[src/rtl/seg7_display_scan_if.sv]
// Display-side bundle of the seven-segment scanner: the word to show, the blank
// request, and the registered active-low anode/segment/decimal-point lines.
interface seg7_display_scan_if;
  logic [31:0] display;
  logic        blank;
  logic [7:0]  AN;
  logic [6:0]  SEG;
  logic        DP;

  // master: the pipeline-side source of the value; slave: the scanner itself.
  modport master (output display, blank, input AN, SEG, DP);
  modport slave  (input display, blank, output AN, SEG, DP);
endinterface

[src/rtl/seg7_display_scan.sv]
// 8-digit common-anode seven-segment scanner with a per-frame shadow of `display`.
// Optional leading-zero blanking is enabled by defining SEG7_LZ_BLANK_EN.
module seg7_display_scan #(
  parameter int unsigned SCAN_DIV = 100000
) (
  input  logic                 clk,
  input  logic                 CLR,
  seg7_display_scan_if.slave   disp
);

  localparam int unsigned DIGITS = 8;

  typedef logic [2:0] dig_t;

  localparam dig_t        LAST_DIG = dig_t'(DIGITS - 1);
  localparam logic [23:0] DIV_LAST = 24'(SCAN_DIV - 1);

  logic [23:0] div_cnt_q, div_cnt_d;
  dig_t        dig_q, dig_d;
  logic [31:0] shadow_q, shadow_d;
  logic [7:0]  an_q, an_d;
  logic [6:0]  seg_q, seg_d;

  logic        tick;
  logic        wrap;
  dig_t        next_dig;
  logic [31:0] src_word;
  logic [3:0]  nibble;
  logic        lz_dark;

  function automatic logic [6:0] hex_to_seg(input logic [3:0] nib);
    case (nib)
      4'h0: hex_to_seg = 7'b1000000;
      4'h1: hex_to_seg = 7'b1111001;
      4'h2: hex_to_seg = 7'b0100100;
      4'h3: hex_to_seg = 7'b0110000;
      4'h4: hex_to_seg = 7'b0011001;
      4'h5: hex_to_seg = 7'b0010010;
      4'h6: hex_to_seg = 7'b0000010;
      4'h7: hex_to_seg = 7'b1111000;
      4'h8: hex_to_seg = 7'b0000000;
      4'h9: hex_to_seg = 7'b0010000;
      4'hA: hex_to_seg = 7'b0001000;
      4'hB: hex_to_seg = 7'b0000011;
      4'hC: hex_to_seg = 7'b1000110;
      4'hD: hex_to_seg = 7'b0100001;
      4'hE: hex_to_seg = 7'b0000110;
      default: hex_to_seg = 7'b0001110;
    endcase
  endfunction

  assign tick     = (div_cnt_q == DIV_LAST);
  assign wrap     = tick && (dig_q == LAST_DIG);
  assign next_dig = dig_q + 3'd1;
  // At the wrap edge digit 0 must come from the word being latched, not the stale frame.
  assign src_word = wrap ? disp.display : shadow_q;
  assign nibble   = src_word[{next_dig, 2'b00} +: 4];

`ifdef SEG7_LZ_BLANK_EN
  assign lz_dark = (next_dig != 3'd0) && ((src_word >> {next_dig, 2'b00}) == 32'd0);
`else
  assign lz_dark = 1'b0;
`endif

  always_comb begin
    // NOTE: every next-state signal gets a default first so no path leaves it unassigned (no latch).
    div_cnt_d = tick ? 24'd0 : div_cnt_q + 24'd1;
    dig_d     = dig_q;
    shadow_d  = shadow_q;
    an_d      = an_q;
    seg_d     = seg_q;
    if (tick) begin
      dig_d = next_dig;
      an_d  = (disp.blank || lz_dark) ? 8'hFF : ~(8'b1 << next_dig);
      seg_d = hex_to_seg(nibble);
      if (wrap) shadow_d = disp.display;
    end
  end

  always_ff @(posedge clk) begin
    // NOTE: state registers use non-blocking assignment so every flop samples pre-edge values.
    if (CLR) begin
      div_cnt_q <= 24'd0;
      dig_q     <= 3'd0;
      shadow_q  <= 32'd0;
      an_q      <= 8'b1111_1110;
      seg_q     <= 7'b1000000;
    end else begin
      div_cnt_q <= div_cnt_d;
      dig_q     <= dig_d;
      shadow_q  <= shadow_d;
      an_q      <= an_d;
      seg_q     <= seg_d;
    end
  end

  assign disp.AN  = an_q;
  assign disp.SEG = seg_q;
  assign disp.DP  = 1'b1;

endmodule

[src/flat_wrapper.sv]
// flat-port wrapper written by rule: the top's interface ports become plain ports
module seg7_display_scan_flat 
#(
  parameter int unsigned SCAN_DIV = 100000
)
  (clk, CLR, disp_display, disp_blank, disp_AN, disp_SEG, disp_DP);
  seg7_display_scan_if disp_i ();
  input  logic clk;
  input  logic CLR;
  input wire logic [$bits(disp_i.display)-1:0] disp_display;
  input wire logic [$bits(disp_i.blank)-1:0] disp_blank;
  output wire logic [$bits(disp_i.AN)-1:0] disp_AN;
  output wire logic [$bits(disp_i.SEG)-1:0] disp_SEG;
  output wire logic [$bits(disp_i.DP)-1:0] disp_DP;
  assign disp_i.display = disp_display;
  assign disp_i.blank = disp_blank;
  assign disp_AN = disp_i.AN;
  assign disp_SEG = disp_i.SEG;
  assign disp_DP = disp_i.DP;
  seg7_display_scan #(.SCAN_DIV(SCAN_DIV)) u_core (.clk(clk), .CLR(CLR), .disp(disp_i));
endmodule
[config.mk]
export PLATFORM = sky130hd
export DESIGN_NAME = seg7_display_scan_flat
export DESIGN_NICKNAME = d
export VERILOG_FILES = /design/src/rtl/seg7_display_scan_if.sv /design/src/rtl/seg7_display_scan.sv /design/src/flat_wrapper.sv
export SDC_FILE = /design/constraint.sdc
export NUM_CORES = 1
export LEC_CHECK = 0
export ABC_AREA = 1
export CAP_MARGIN = 20
export CORE_MARGIN = 2
export CORE_UTILIZATION = 30
export CTS_BUF_LIST = sky130_fd_sc_hd__clkbuf_4
export CTS_CLUSTER_SIZE = 14
export DETAILED_ROUTE_END_ITERATION = 12
export GPL_TIMING_DRIVEN = 0
export PLACE_DENSITY = 0.54
export SYNTH_ARGS = -nofsm -noshare
export SYNTH_HDL_FRONTEND = slang
export SYNTH_SLANG_ARGS = --single-unit
[constraint.sdc]
create_clock -name clk -period 2.8 [get_ports clk]
set_input_delay 0.56 -clock clk [delete_from_list [all_inputs] [get_ports clk]]
set_output_delay 0.56 -clock clk [all_outputs]
set_load 0.1 [all_outputs]
# Yosys cells after proc, flatten, opt, wreduce, memory -nomap -nowiden
# Memory sizes are Yosys's and may differ from the RTL's. A register that Yosys moved wholly into a read port is not among the register bits.
# Index checks and enable logic that the tools add are counted.
[word_totals]
n_memories = 1
latch_bits = 0
elab_cells = 16
regBits = 67
inputBits = 35
mem_bits_rw = 0
mem_bits_ro = 112
[classes]
n_div = 0
shift = 2
mux = 2
add_sub_neg = 2
n_bitwise = 1
n_reduce_logical = 2
order_cmp = 0
eq_ne = 2
multipliers = 0
[mem_list]
columns = ["name", "depth", "width", "rd", "rd_clocked_by_memory_dff", "wr", "line_no", "text"]
rows = [
  ["(name not given)", 16, 7, 1, 1, 0, "seg7_display_scan.sv:32", "case (nib)"],
]
[ops]
columns = ["op", "count"]
rows = [
  ["32-bit two-way mux", 1],
  ["32-bit by 6-bit variable part select with 4-bit output", 1],
  ["24-bit by 1-bit adder with 24-bit output (second input constant)", 1],
  ["24-bit by 17-bit == test with 1-bit output (second input constant)", 1],
  ["8-bit two-way mux", 1],
  ["8-bit inverter", 1],
  ["1-bit by 3-bit << shifter with 8-bit output (first input constant)", 1],
  ["3-bit by 1-bit adder with 3-bit output (second input constant)", 1],
  ["3-bit == test (second input constant)", 1],
  ["2-bit OR reduction", 1],
  ["1-bit logical AND", 1],
]

# Logic depth before layout (Yosys ltp)
[depth]
word_depth = 4
mapped_depth = 20
ltp_nobuf = 20

# Worst setup path before layout
# OpenSTA, ideal clock, no wires.
[synth_timing]
path_type = "register to register"
from = "register u_core.dig_q[0]"
to = "register u_core.seg_q[1] (netlist: u_core.disp.SEG[1])"
path_buffers = 3
synth_period_minus_slack_ps = 2832
arrival_ps = 2710
slack_ps = -32
stages_incl_launch_ff = 15
cell_sequence = "dfxtp_1 > clkbuf_1 > clkinv_1 > clkbuf_1 > ha_1 > buf_2 > clkinv_1 > nand3_1 > nand2_1 > o21ai_1 > ha_1 > nand3_1 > nor2_1 > nor2_1 > a21oi_1"
[synth_via]
elab_cells_between_ends = 5
classes_between = "add/sub (1); eq/ne (1); shift (1); mux (1); reduce/logical (1)"
[synth_rtl]
columns = ["element", "line_no", "text"]
rows = [
  ["start, declared", "seg7_display_scan.sv:19", "dig_t dig_q, dig_d;"],
  ["start signal, assigned", "seg7_display_scan.sv:90", "dig_q <= dig_d;"],
  ["3-bit by 1-bit adder with 3-bit output", "seg7_display_scan.sv:54", "assign next_dig = dig_q + 3'd1;"],
  ["named net u_core.next_dig[0]", "seg7_display_scan.sv:26", "dig_t next_dig;"],
  ["32-bit by 6-bit variable part select with 4-bit output", "seg7_display_scan.sv:57", "assign nibble = src_word[{next_dig, 2'b00} +: 4];"],
  ["end, declared", "seg7_display_scan.sv:22", "logic [6:0] seg_q, seg_d;"],
]
# The timed path passes the listed nets, and every way through them passes these cells.
# A chain may end at the register's enable or synchronous reset.

# Final worst setup path
[layout_timing]
from = "register u_core.div_cnt_q[0]"
to = "register u_core.seg_q[2] (netlist: u_core.disp.SEG[2])"
[layout_via]
elab_chain_cells = 4
[layout_rtl]
columns = ["element", "line_no", "text"]
rows = [
  ["start, declared", "seg7_display_scan.sv:18", "logic [23:0] div_cnt_q, div_cnt_d;"],
  ["start signal, assigned", "seg7_display_scan.sv:89", "div_cnt_q <= div_cnt_d;"],
  ["24-bit by 17-bit == test with 1-bit output *", "seg7_display_scan.sv:52", "assign tick = (div_cnt_q == DIV_LAST);"],
  ["1-bit logical AND", "seg7_display_scan.sv:53", "assign wrap = tick && (dig_q == LAST_DIG);"],
  ["32-bit two-way mux", "seg7_display_scan.sv:56", "assign src_word = wrap ? disp.display : shadow_q;"],
  ["32-bit by 6-bit variable part select with 4-bit output", "seg7_display_scan.sv:57", ""],
]
# Every way passes the cells marked *; elsewhere a longest branch is shown, timed or not.

==> results.json <==
{
  "cts-buffers-inserted": 9,
  "grt_first_pass_wirelength_mm": 16.00,
  "holdWs_ps": 424.6,
  "slew_headroom_pct": 34.12,
  "gp_congestion": 0.8463,
  "route.vias.total": 3534,
  "io_buffers": 48,
  "top_level_ports": 51,
  "syn_nets": 562,
  "drcViolationCount": 0,
  "power_uw": 1667,
  "max_freq_ghz": 0.3859,
  "cts_root_buf": "clkbuf_4",
  "finalSetupViolCount": 0,
  "die_w_microns": 115.5,
  "num_antenna_cells": 0,
  "synth_warnings": 0,
  "placed_area_sq_mm": 0.004424,
  "postSynthCellCount": 514,
  "use_met1_pct": 20.28,
  "dp_hpwl_mm": 7.241,
  "holdPathEnd": "u_core.div_cnt_q[0]",
  "syn_area_sq_mm": 0.003732,
  "tns_ps": 0,
  "synth_largest_area_cell": "dfxtp_1",
  "rr_worst_depth": 19,
  "grt_pass1_vias": 3329,
  "path_max_fanout": 8,
  "grt_start_max_net_pins": 12,
  "irDropWorstVdd_uv": 181.5,
  "placementRows": 40,
  "cp-start-kind": "register",
  "final_cells": 752,
  "synth_seq_area_share_pct": 39.69,
  "worst_pin_slew_ps": 985.2,
  "hold_path_class": "reg -> reg",
  "synthTopCellsByArea": "dfxtp_1 40%, nand2_1 13%, nand3_1 10%",
  "slew_viol_final": 0,
  "tritoncts": "yes",
  "clock_sinks": 74,
  "fillCellCount": 1286,
  "start_util_pct": 30.94,
  "grt_busiest_layer": "met2",
  "worstPathArrival_ps": 2910,
  "synthDistinctLibCells": 36,
  "die_h_microns": 115.5,
  "postCtsHoldBufs": 0,
  "clockBufferDepth": 2,
  "worstSkewPairLatency_ps": 430,
  "synthTopCellsByCount": "125 x nand2_1, 75 x nand3_1, 74 x dfxtp_1",
  "timing.rr.end": "u_core.disp.SEG[2]",
  "crit_type": "reg -> reg",
  "fin_crit_sh_pct": 92.55,
  "wire_per_inst_microns": 12.94,
  "grt_overflow": 0,
  "synth-edff-count": 0,
  "p_per_area_mw_per_mm2": 355.4,
  "fin_skew_ps": 12.37,
  "final_nets": 631,
  "leakagePower_uw": 0.001834,
  "viasPerCell": 4.699,
  "rr_startpoint": "u_core.div_cnt_q[0]",
  "drt_iter0_drc": 147,
  "cp-end-kind": "register",
  "antenna_found_initial": 0,
  "crit_required_ps": 3120,
  "grt_util_met3_pct": 3.818,
  "stdcell_area_sq_mm": 0.004692,
  "synth-seq-cells": 74,
  "status": "finished clean",
  "syn_to_final_growth_pct": 25.71,
  "yosysMostFrequentCell": "nand2_1",
  "wirelength_mm": 9.734,
  "drt_first_pass_iters": 4,
  "synth_ff_type": "dfxtp_1",
  "drv_cap": 0,
  "grtUsageTotal_pct": 15.34,
  "core_sq_mm": 0.01206,
  "die_area_sq_mm": 0.01335,
  "grt_util_met2_pct": 24.80,
  "drive_above_1_share_pct": 12.84,
  "htreeDepth": 3,
  "dpl.cell_count": 730,
  "drtAntennaViolNets": 0,
  "hold_viol": 0,
  "fin_crit_ps": 2591,
  "regToRegSetupSlack_ps": 210,
  "worstHoldStart": "u_core.div_cnt_q[0]",
  "path_clk_slew_ps": 110,
  "synth_top_area_share_pct": 39.69,
  "avgSynthCellArea_sq_um": 7.261,
  "ys_async_sr_fraction_pct": 0,
  "hold_depth": 1
}
[cell type report]
class | count | area (sq um) | area share [%]
Inverter | 48 | 193.9 | 4.133
Timing Repair Buffer | 58 | 568.0 | 12.11
Clock inverter | 2 | 8.758 | 0.1867
Sequential cell | 74 | 1486 | 31.68
Tap cell | 168 | 210.2 | 4.480
Clock buffer | 10 | 75.07 | 1.600
Multi-Input combinational cell | 374 | 2022 | 43.09
Buffer | 18 | 127.6 | 2.720
[stage by stage]
stage | worst slack (ps) | util [%]
after floorplan | 44.55 | -
after global placement | -988.8 | 36.68
after detailed placement | -966.9 | 36.68
after CTS | 3.779 | 37.67
after global routing | -12.01 | 38.90
final | 208.7 | 38.90
[sequential cells by signal, summed over array words and instances, names as in the netlist]
| register | count |
|---|---|
| u_core.div_cnt_q | 24 |
| u_core.shadow_q | 32 |
| u_core.disp.AN | 8 |
| u_core.dig_q | 3 |
| u_core.disp.SEG | 7 |
[worst max-delay path by stage]
| stage | from | endpoint | slack, ps |
|---|---|---|---|
| 6_report | u_core.div_cnt_q[0] | u_core.disp.SEG[2] | 210 |
| 5_1_grt | u_core.div_cnt_q[1] | u_core.disp.SEG[0] | -10 |
| 4_1_cts | u_core.dig_q[0] | u_core.disp.SEG[0] | 4 |
| 3_5_place_dp | u_core.dig_q[0] | u_core.disp.SEG[1] | -970 |
| 3_3_place_gp | u_core.dig_q[0] | u_core.disp.SEG[1] | -990 |
| 2_1_floorplan | u_core.dig_q[0] | u_core.disp.SEG[1] | 40 |
[placed cells by master, fill, tap and decap left out, types with 6 or more instances in the layout]
cell,netlist,final
nor2_1,37,35
a21oi_1,51,51
clkdlybuf4s50_1,0,48
clkbuf_1,8,6
inv_1,40,40
nor3_1,9,9
a41oi_1,6,6
dfxtp_1,74,70
nand2_1,125,119
nand3_1,75,75
ha_1,13,10
o21ai_0,12,12
nand2_2,3,9
buf_4,3,12
clkbuf_4,0,10
[metal layers]
layer / share of wire [%] / routed length, microns
met1: 49 / 4748
met5: 0 / 0
met3: 4.7 / 457
met2: 45 / 4413
met4: 1.2 / 114
[cell families (layout without fill, tap and decap cells)]
kind of cell             Yosys count  count (layout)  share of synthesized area (%)
XOR/XNOR                           6               6                          1.408
flip-flops                        74              74                          39.69
adder cells (fa/ha/maj)           13              13                          4.358
other                              1               1                         0.1005
AND/OR/NAND/NOR                  274             274                          35.40
buffers and inverters             66             136                          7.274
AO/OA/AOI/OAI                     80              80                          11.77
[worst max-delay path: stages, from the launching register on]
cell and delay, ps:
dfxtp_2 360, ha_2 210, nand3_4 120, clkinv_1 90
nand2_1 70, nor2_2 130, nand2_1 100, nor2_4 140
buf_12 140, nand2_2 50, nand3_1 70, nand3_1 90
nand3_1 120, and2_4 170, ha_2 190, inv_1 70
nand3_1 110, nand2_1 60, nand3_1 120, nand2_1 70
[report_power, final]
group / internal (uW) / switching (uW) / total [uW] / leakage [uW]
registers: 1060 / 2.89 / 1060 / 0.000598
clock network: 170 / 352 / 521 / 0.0000515
logic: 48.2 / 39.3 / 87.5 / 0.00118
[what timing repair did]
| item | in CTS | in global routing |
|---|---|---|
| resized for setup | 12 | 25 |
| buffers inserted | 0 | 10 |
| pin swaps | 0 | 6 |
| setup endpoints to repair | 7 | 7 |
Power figures use the tool's default switching activity.
==> variant 1 (same flow settings) <==
Add a define of `SEG7_LZ_BLANK_EN`.
--- a/src/rtl/seg7_display_scan.sv
+++ b/src/rtl/seg7_display_scan.sv
@@ -1,5 +1,7 @@
 // 8-digit common-anode seven-segment scanner with a per-frame shadow of `display`.
 // Optional leading-zero blanking is enabled by defining SEG7_LZ_BLANK_EN.
+`define SEG7_LZ_BLANK_EN
+
 module seg7_display_scan #(
   parameter int unsigned SCAN_DIV = 100000
 ) (
Behaviour: same outputs for any inputs over 10 cycles, from zero or initial values; that may be too few to reach the edited logic, so the function may still have changed.
==> variant 1 against the original RTL <==
  * The run now ends with setup timing left
  * Routed wire length is 38% higher
  * Global-route usage is 2.2 points higher
  * Die area is 17% higher
  * Clock power is 46% higher
  * Final area is 25% higher
  * Combinational power is 21% higher
  * Power is 16% higher
  * Synthesized area is 17% higher
  * Largest power group unchanged
  * Setup slack worse by 0.32 ns
  * Highest routed layer unchanged
  * Clock skew is 0.0046 ns higher
  * Final cell count is 28% higher
  * Sequential cell count stayed put
  * Synthesized cell count is 33% higher
==> variant 1: results (changes against the original RTL) <==
.. list-table::
   :header-rows: 1

   * - Metric
     - Value
   * - Distinct cell type count after synthesis
     - 38 (was 36)
   * - Setup WS post-layout
     - -0.1144 ns (was 0.2087 ns)
   * - Clock group power
     - 0.762 mW (was 0.521 mW)
   * - Max transition margin
     - 35.11% (was 34.12%)
   * - Result of the run
     - complete, but fails checks (was completed)
   * - Failing checks
     - setup timing
   * - Final worst hold slack
     - 0.4610 ns (was 0.4246 ns)
   * - Routed wirelength normalized by instance count
     - 13.96 microns (was 12.94 microns)
   * - Ratio of cells with drive above 1 in the final layout
     - 20.18% (was 12.84%)
   * - GRT met3 Usage
     - 3.222% (was 3.818%)
   * - Instance count after placement with tap cells included
     - 917 (was 730)
   * - 1st-pass router iterations
     - 5 (was 4)
   * - WL met2
     - 5.895 mm (was 4.413 mm)
   * - Final Net Count
     - 821 (was 631)
   * - Vias after detailed routing
     - 4590 (was 3534)
   * - Routability congestion estimate
     - 0.9002 (was 0.8463)
   * - Register clock-pin slew on the reported worst setup and hold paths
     - 0.13 ns (was 0.11 ns)
   * - Final setup fails
     - 13 (was 0)
   * - Leak pwr
     - 2.607 nW (was 1.834 nW)
   * - Met1 global-route usage
     - 23.72% (was 20.28%)
   * - Setup Total Neg Slack
     - -0.9565 ns (was 0 ns)
   * - Arrival time at the worst endpoint
     - 3.29 ns (was 2.91 ns)
   * - Maximum net fanout on the critical path
     - 7 (was 8)
   * - Total chip power
     - 1.928 mW (was 1.667 mW)
   * - Fraction of the yosys area taken by sequential cells
     - 33.89% (was 39.69%)
   * - Via count of the first global-routing pass
     - 4262 (was 3329)
   * - First-iteration detailed-routing DRC count
     - 252 (was 147)
   * - Clock insertion delay at the later pin of the skew report
     - 0.47 ns (was 0.43 ns)
   * - Switch share
     - 24.10% (was 23.62%)
-- variant 1: changes by cell type in the layout (fill, tap and decap cells not counted), moves of 16 or more --
cell	delta
sky130_fd_sc_hd__buf_4	+16
sky130_fd_sc_hd__nand3_2	+17
sky130_fd_sc_hd__nand4_1	+27
sky130_fd_sc_hd__a21oi_1	-22
sky130_fd_sc_hd__inv_1	+43
sky130_fd_sc_hd__nor2_1	+35
sky130_fd_sc_hd__nand3_1	-16
sky130_fd_sc_hd__nand2_1	+53
-- variant 1: area by class of cell --
type	count	area share [%]
tap	184	3.937
multi-input combinational	489	45.64
antenna	1	0.04279
buffer	26	3.252
timing repair buffer	79	12.90
inverter	95	6.183
clock buffer	9	1.155
sequential	74	25.48
clock inverter	6	1.412
-- variant 1: worst paths after layout --
kind                                          start                  to  depth (start not counted)
worst max-delay path            u_core.div_cnt_q[1]   u_core.disp.AN[3]                         24
worst min-delay path             u_core.disp.SEG[2]  u_core.disp.SEG[2]                          2
worst max register to register  u_core.div_cnt_q[1]   u_core.disp.AN[3]                         24
worst min register to register   u_core.disp.SEG[2]  u_core.disp.SEG[2]                          2
-- variant 1: worst max-delay path: stages, from the launching register on --
cell	delay [ns]
sky130_fd_sc_hd__dfxtp_2	0.38
sky130_fd_sc_hd__ha_4	0.15
sky130_fd_sc_hd__nand2_4	0.05
sky130_fd_sc_hd__nor2_4	0.11
sky130_fd_sc_hd__nand3_2	0.09
sky130_fd_sc_hd__nor2_4	0.18
sky130_fd_sc_hd__nand3_4	0.15
sky130_fd_sc_hd__buf_8	0.17
sky130_fd_sc_hd__dlymetal6s2s_1	0.18
sky130_fd_sc_hd__nand2_1	0.12
sky130_fd_sc_hd__nand3_2	0.10
sky130_fd_sc_hd__nand3_2	0.11
sky130_fd_sc_hd__nand3_2	0.10
sky130_fd_sc_hd__nand2_2	0.10
sky130_fd_sc_hd__inv_2	0.05
sky130_fd_sc_hd__ha_4	0.15
sky130_fd_sc_hd__inv_2	0.04
sky130_fd_sc_hd__nor2_1	0.03
sky130_fd_sc_hd__nand2_1	0.05
sky130_fd_sc_hd__nand3b_1	0.12
sky130_fd_sc_hd__nor2_2	0.05
sky130_fd_sc_hd__nand2_4	0.12
sky130_fd_sc_hd__nand3_1	0.08
sky130_fd_sc_hd__nand2_1	0.07
sky130_fd_sc_hd__inv_1	0.04
-- variant 1: logic make-up (layout without fill, tap and decap cells) --
family / count (synthesis) / count (layout) / synth area share, %
xor gates and xnor gates: 3 / 3 / 0.6011
muxes: 1 / 1 / 0.2290
DFF: 74 / 74 / 33.89
AOI/OAI and AO/OA: 63 / 63 / 7.871
other: 1 / 2 / 0.08578
adders and majority gates: 12 / 12 / 3.434
and+or+nand+nor: 409 / 409 / 42.73
buffers and inverters: 122 / 215 / 11.16
==> variant 2 (same flow settings) <==
Without the edit above. Register the input `CLR` before use, without a reset. The logic sees it one clock later. The other inputs are not delayed to match.
--- a/src/rtl/seg7_display_scan.sv
+++ b/src/rtl/seg7_display_scan.sv
@@ -14,6 +14,12 @@
 
   localparam dig_t        LAST_DIG = dig_t'(DIGITS - 1);
   localparam logic [23:0] DIV_LAST = 24'(SCAN_DIV - 1);
+
+  logic CLR_q;
+
+  always_ff @(posedge clk) begin
+    CLR_q <= CLR;
+  end
 
   logic [23:0] div_cnt_q, div_cnt_d;
   dig_t        dig_q, dig_d;
@@ -79,7 +85,7 @@
 
   always_ff @(posedge clk) begin
     // NOTE: state registers use non-blocking assignment so every flop samples pre-edge values.
-    if (CLR) begin
+    if (CLR_q) begin
       div_cnt_q <= 24'd0;
       dig_q     <= 3'd0;
       shadow_q  <= 32'd0;
Behaviour: not the same (Yosys sat finds a counterexample within 4 cycles, from zero or initial values).
==> variant 2 against the original RTL <==
  * Synthesized area is 0.54% higher
  * Routed wire length fell by 0.31%
  * Setup slack improved by 0.018 ns
  * Power up 3.7%
  * Final area is 0.75% higher
  * First-iteration DRC count increased by 46%
  * Count of clock-buffer cells in the layout is 1 higher
  * Sequential cell count rose by 1
  * Largest cell class unchanged
  * Largest power group unchanged
==> variant 2: results (changes against the original RTL) <==
.. list-table::
   :header-rows: 1

   * - Metric
     - Value
   * - Number of antenna violations at the first check in global routing
     - 0 (unchanged)
   * - Met1 global-route usage
     - 19.99% (was 20.28%)
   * - Worst-case clock skew
     - 0.01123 ns (was 0.01237 ns)
   * - Largest net degree at the start of global routing
     - 12 (unchanged)
   * - Critical path's slowest cell
     - sky130_fd_sc_hd__dfxtp_1 (was sky130_fd_sc_hd__dfxtp_2)
   * - Layout filler cell count
     - 1310 (was 1286)
   * - Vias after detailed routing
     - 3508 (was 3534)
   * - Result of the run
     - completed (unchanged)
   * - Total routed wire length on the met1 layer
     - 4.643 mm (was 4.748 mm)
   * - Worst path max stage delay
     - 0.38 ns (was 0.36 ns)
   * - Syn_nets
     - 563 (was 562)
   * - Net switching power
     - 0.4159 mW (was 0.3939 mW)
   * - Top cells by count, synth
     - sky130_fd_sc_hd__nand2_1 (125), sky130_fd_sc_hd__dfxtp_1 (75), sky130_fd_sc_hd__nand3_1 (75), sky130_fd_sc_hd__a21oi_1 (51), sky130_fd_sc_hd__inv_1 (40) (was sky130_fd_sc_hd__nand2_1 (125), sky130_fd_sc_hd__nand3_1 (75), sky130_fd_sc_hd__dfxtp_1 (74), sky130_fd_sc_hd__a21oi_1 (51), sky130_fd_sc_hd__inv_1 (40))
   * - WL met2
     - 4.455 mm (was 4.413 mm)
   * - Final Net Count
     - 632 (was 631)
   * - Post-place instance area
     - 4454 sq um (was 4424 sq um)
   * - Via count of the first global-routing pass
     - 3377 (was 3329)
   * - Leak pwr
     - 1.848 nW (was 1.834 nW)
   * - Routability congestion estimate
     - 0.8316 (was 0.8463)
   * - Leading cell types by total area after synthesis
     - sky130_fd_sc_hd__dfxtp_1 (40%), sky130_fd_sc_hd__nand2_1 (13%), sky130_fd_sc_hd__nand3_1 (10%) (unchanged)
   * - IR Drop Worst-Case VDD
     - 0.0002025 V (was 0.0001815 V)
   * - Ratio of cells with drive above 1 in the final layout
     - 11.73% (was 12.84%)
   * - First-iteration detailed-routing DRC count
     - 215 (was 147)
   * - GRT met3 Usage
     - 4.079% (was 3.818%)
   * - HPWL Detailed
     - 7.238 mm (was 7.241 mm)
   * - Deepest level of the CTS H-tree
     - 3 (unchanged)
   * - GR Util met2
     - 25.07% (was 24.80%)
   * - Drc violations
     - 0 (unchanged)
   * - Pin slew with the least headroom to its limit
     - 0.9883 ns (was 0.9852 ns)
   * - Clock insertion delay at the later pin of the skew report
     - 0.43 ns (about the same)
   * - Fraction of the yosys area taken by sequential cells
     - 40.01% (was 39.69%)
   * - Routed wirelength normalized by instance count
     - 12.84 microns (was 12.94 microns)
   * - Detailed-routed wire length on met3
     - 437 microns (was 457 microns)
   * - Warnings from Yosys
     - 0 (unchanged)
   * - Port-buffer cells
     - 49 (was 48)
   * - Root buffer cell
     - sky130_fd_sc_hd__clkbuf_4 (unchanged)
   * - Total GRT Usage
     - 15.37% (was 15.34%)
   * - Maximum net fanout on the critical path
     - 10 (was 8)
   * - First-pass GRT wire length
     - 16.15 mm (was 16.00 mm)
variant 2: changes by cell type in the layout (fill, tap and decap cells not counted), moves of 2 or more:
cell,delta
sky130_fd_sc_hd__nand2_1,+5
sky130_fd_sc_hd__nand2_2,-5
sky130_fd_sc_hd__dfxtp_1,+3
sky130_fd_sc_hd__buf_6,-2
sky130_fd_sc_hd__clkinv_2,+2
sky130_fd_sc_hd__dfxtp_2,-2
sky130_fd_sc_hd__ha_2,-2
variant 2: power by group through the flow:
stage,sequential [mW],combinational (mW),clock (mW)
floorplan,1.10,0.0299,0
global placement,1.10,0.0883,0
detailed placement,1.10,0.0899,0
finish,1.08,0.0902,0.563
CTS,1.07,0.0904,0.587
global route,1.08,0.0976,0.632
variant 2: stage by stage:
stage | utilization, % | std cells | setup WS [ns] | TNS, ns | hold slack (ns)
after floorplan | - | 515 | 0.04455 | 0 | 0.4132
after global placement | 36.78 | 732 | -1.003 | -6.390 | 0.4288
after detailed placement | 36.78 | 732 | -1.016 | -6.499 | 0.4444
after CTS | 38.27 | 749 | 0.01074 | 0 | 0.4741
after global routing | 39.03 | 756 | 0.01569 | 0 | 0.4799
final | 39.03 | 756 | 0.2269 | 0 | 0.4580
variant 2: area by class of cell:
type | instances | area (sq um) | area share, %
flip-flops and latches | 75 | 1504 | 31.82
multi-input cells | 374 | 2014 | 42.62
repair buffers | 58 | 583.1 | 12.33
inverters | 48 | 193.9 | 4.103
clock inverters | 4 | 18.77 | 0.3970
clock buffers | 11 | 82.58 | 1.747
plain buffers | 18 | 120.1 | 2.541
well taps | 168 | 210.2 | 4.447
variant 2: path summary, 6_finish.rpt:
check | start | endpoint | slack [ns] | depth (start not counted)
worst max-delay path | u_core.dig_q[1] | u_core.disp.SEG[0] | 0.23 | 16
worst min-delay path | u_core.div_cnt_q[0] | u_core.div_cnt_q[0] | 0.46 | 1
worst max register to register | u_core.dig_q[1] | u_core.disp.SEG[0] | 0.23 | 16
worst min register to register | u_core.div_cnt_q[0] | u_core.div_cnt_q[0] | 0.46 | 1
variant 2: what timing repair did:
action	in CTS	in global routing
pin swaps	2	4
resized for setup	16	10
buffers inserted	2	7
endpoints found under the setup margin	7	7
variant 2: logic make-up after synthesis:
| kind of cell | count (synthesis) | share of synthesized area (%) |
|---|---|---|
| flip-flops | 75 | 40.01 |
| adder cells (fa/ha/maj) | 13 | 4.335 |
| XOR/XNOR | 6 | 1.400 |
| AND/OR/NAND/NOR | 274 | 35.21 |
| AO/OA/AOI/OAI | 80 | 11.70 |
| buffers and inverters | 66 | 7.235 |
| other | 1 | 0.09994 |
variant 2: critical path, delay by kind of cell, from the launching register on:
kind / cells / cell delay [ns]
fa+ha+maj: 3 / 0.65
flops: 1 / 0.38
simple gates: 10 / 1.12
buf+inv: 3 / 0.33
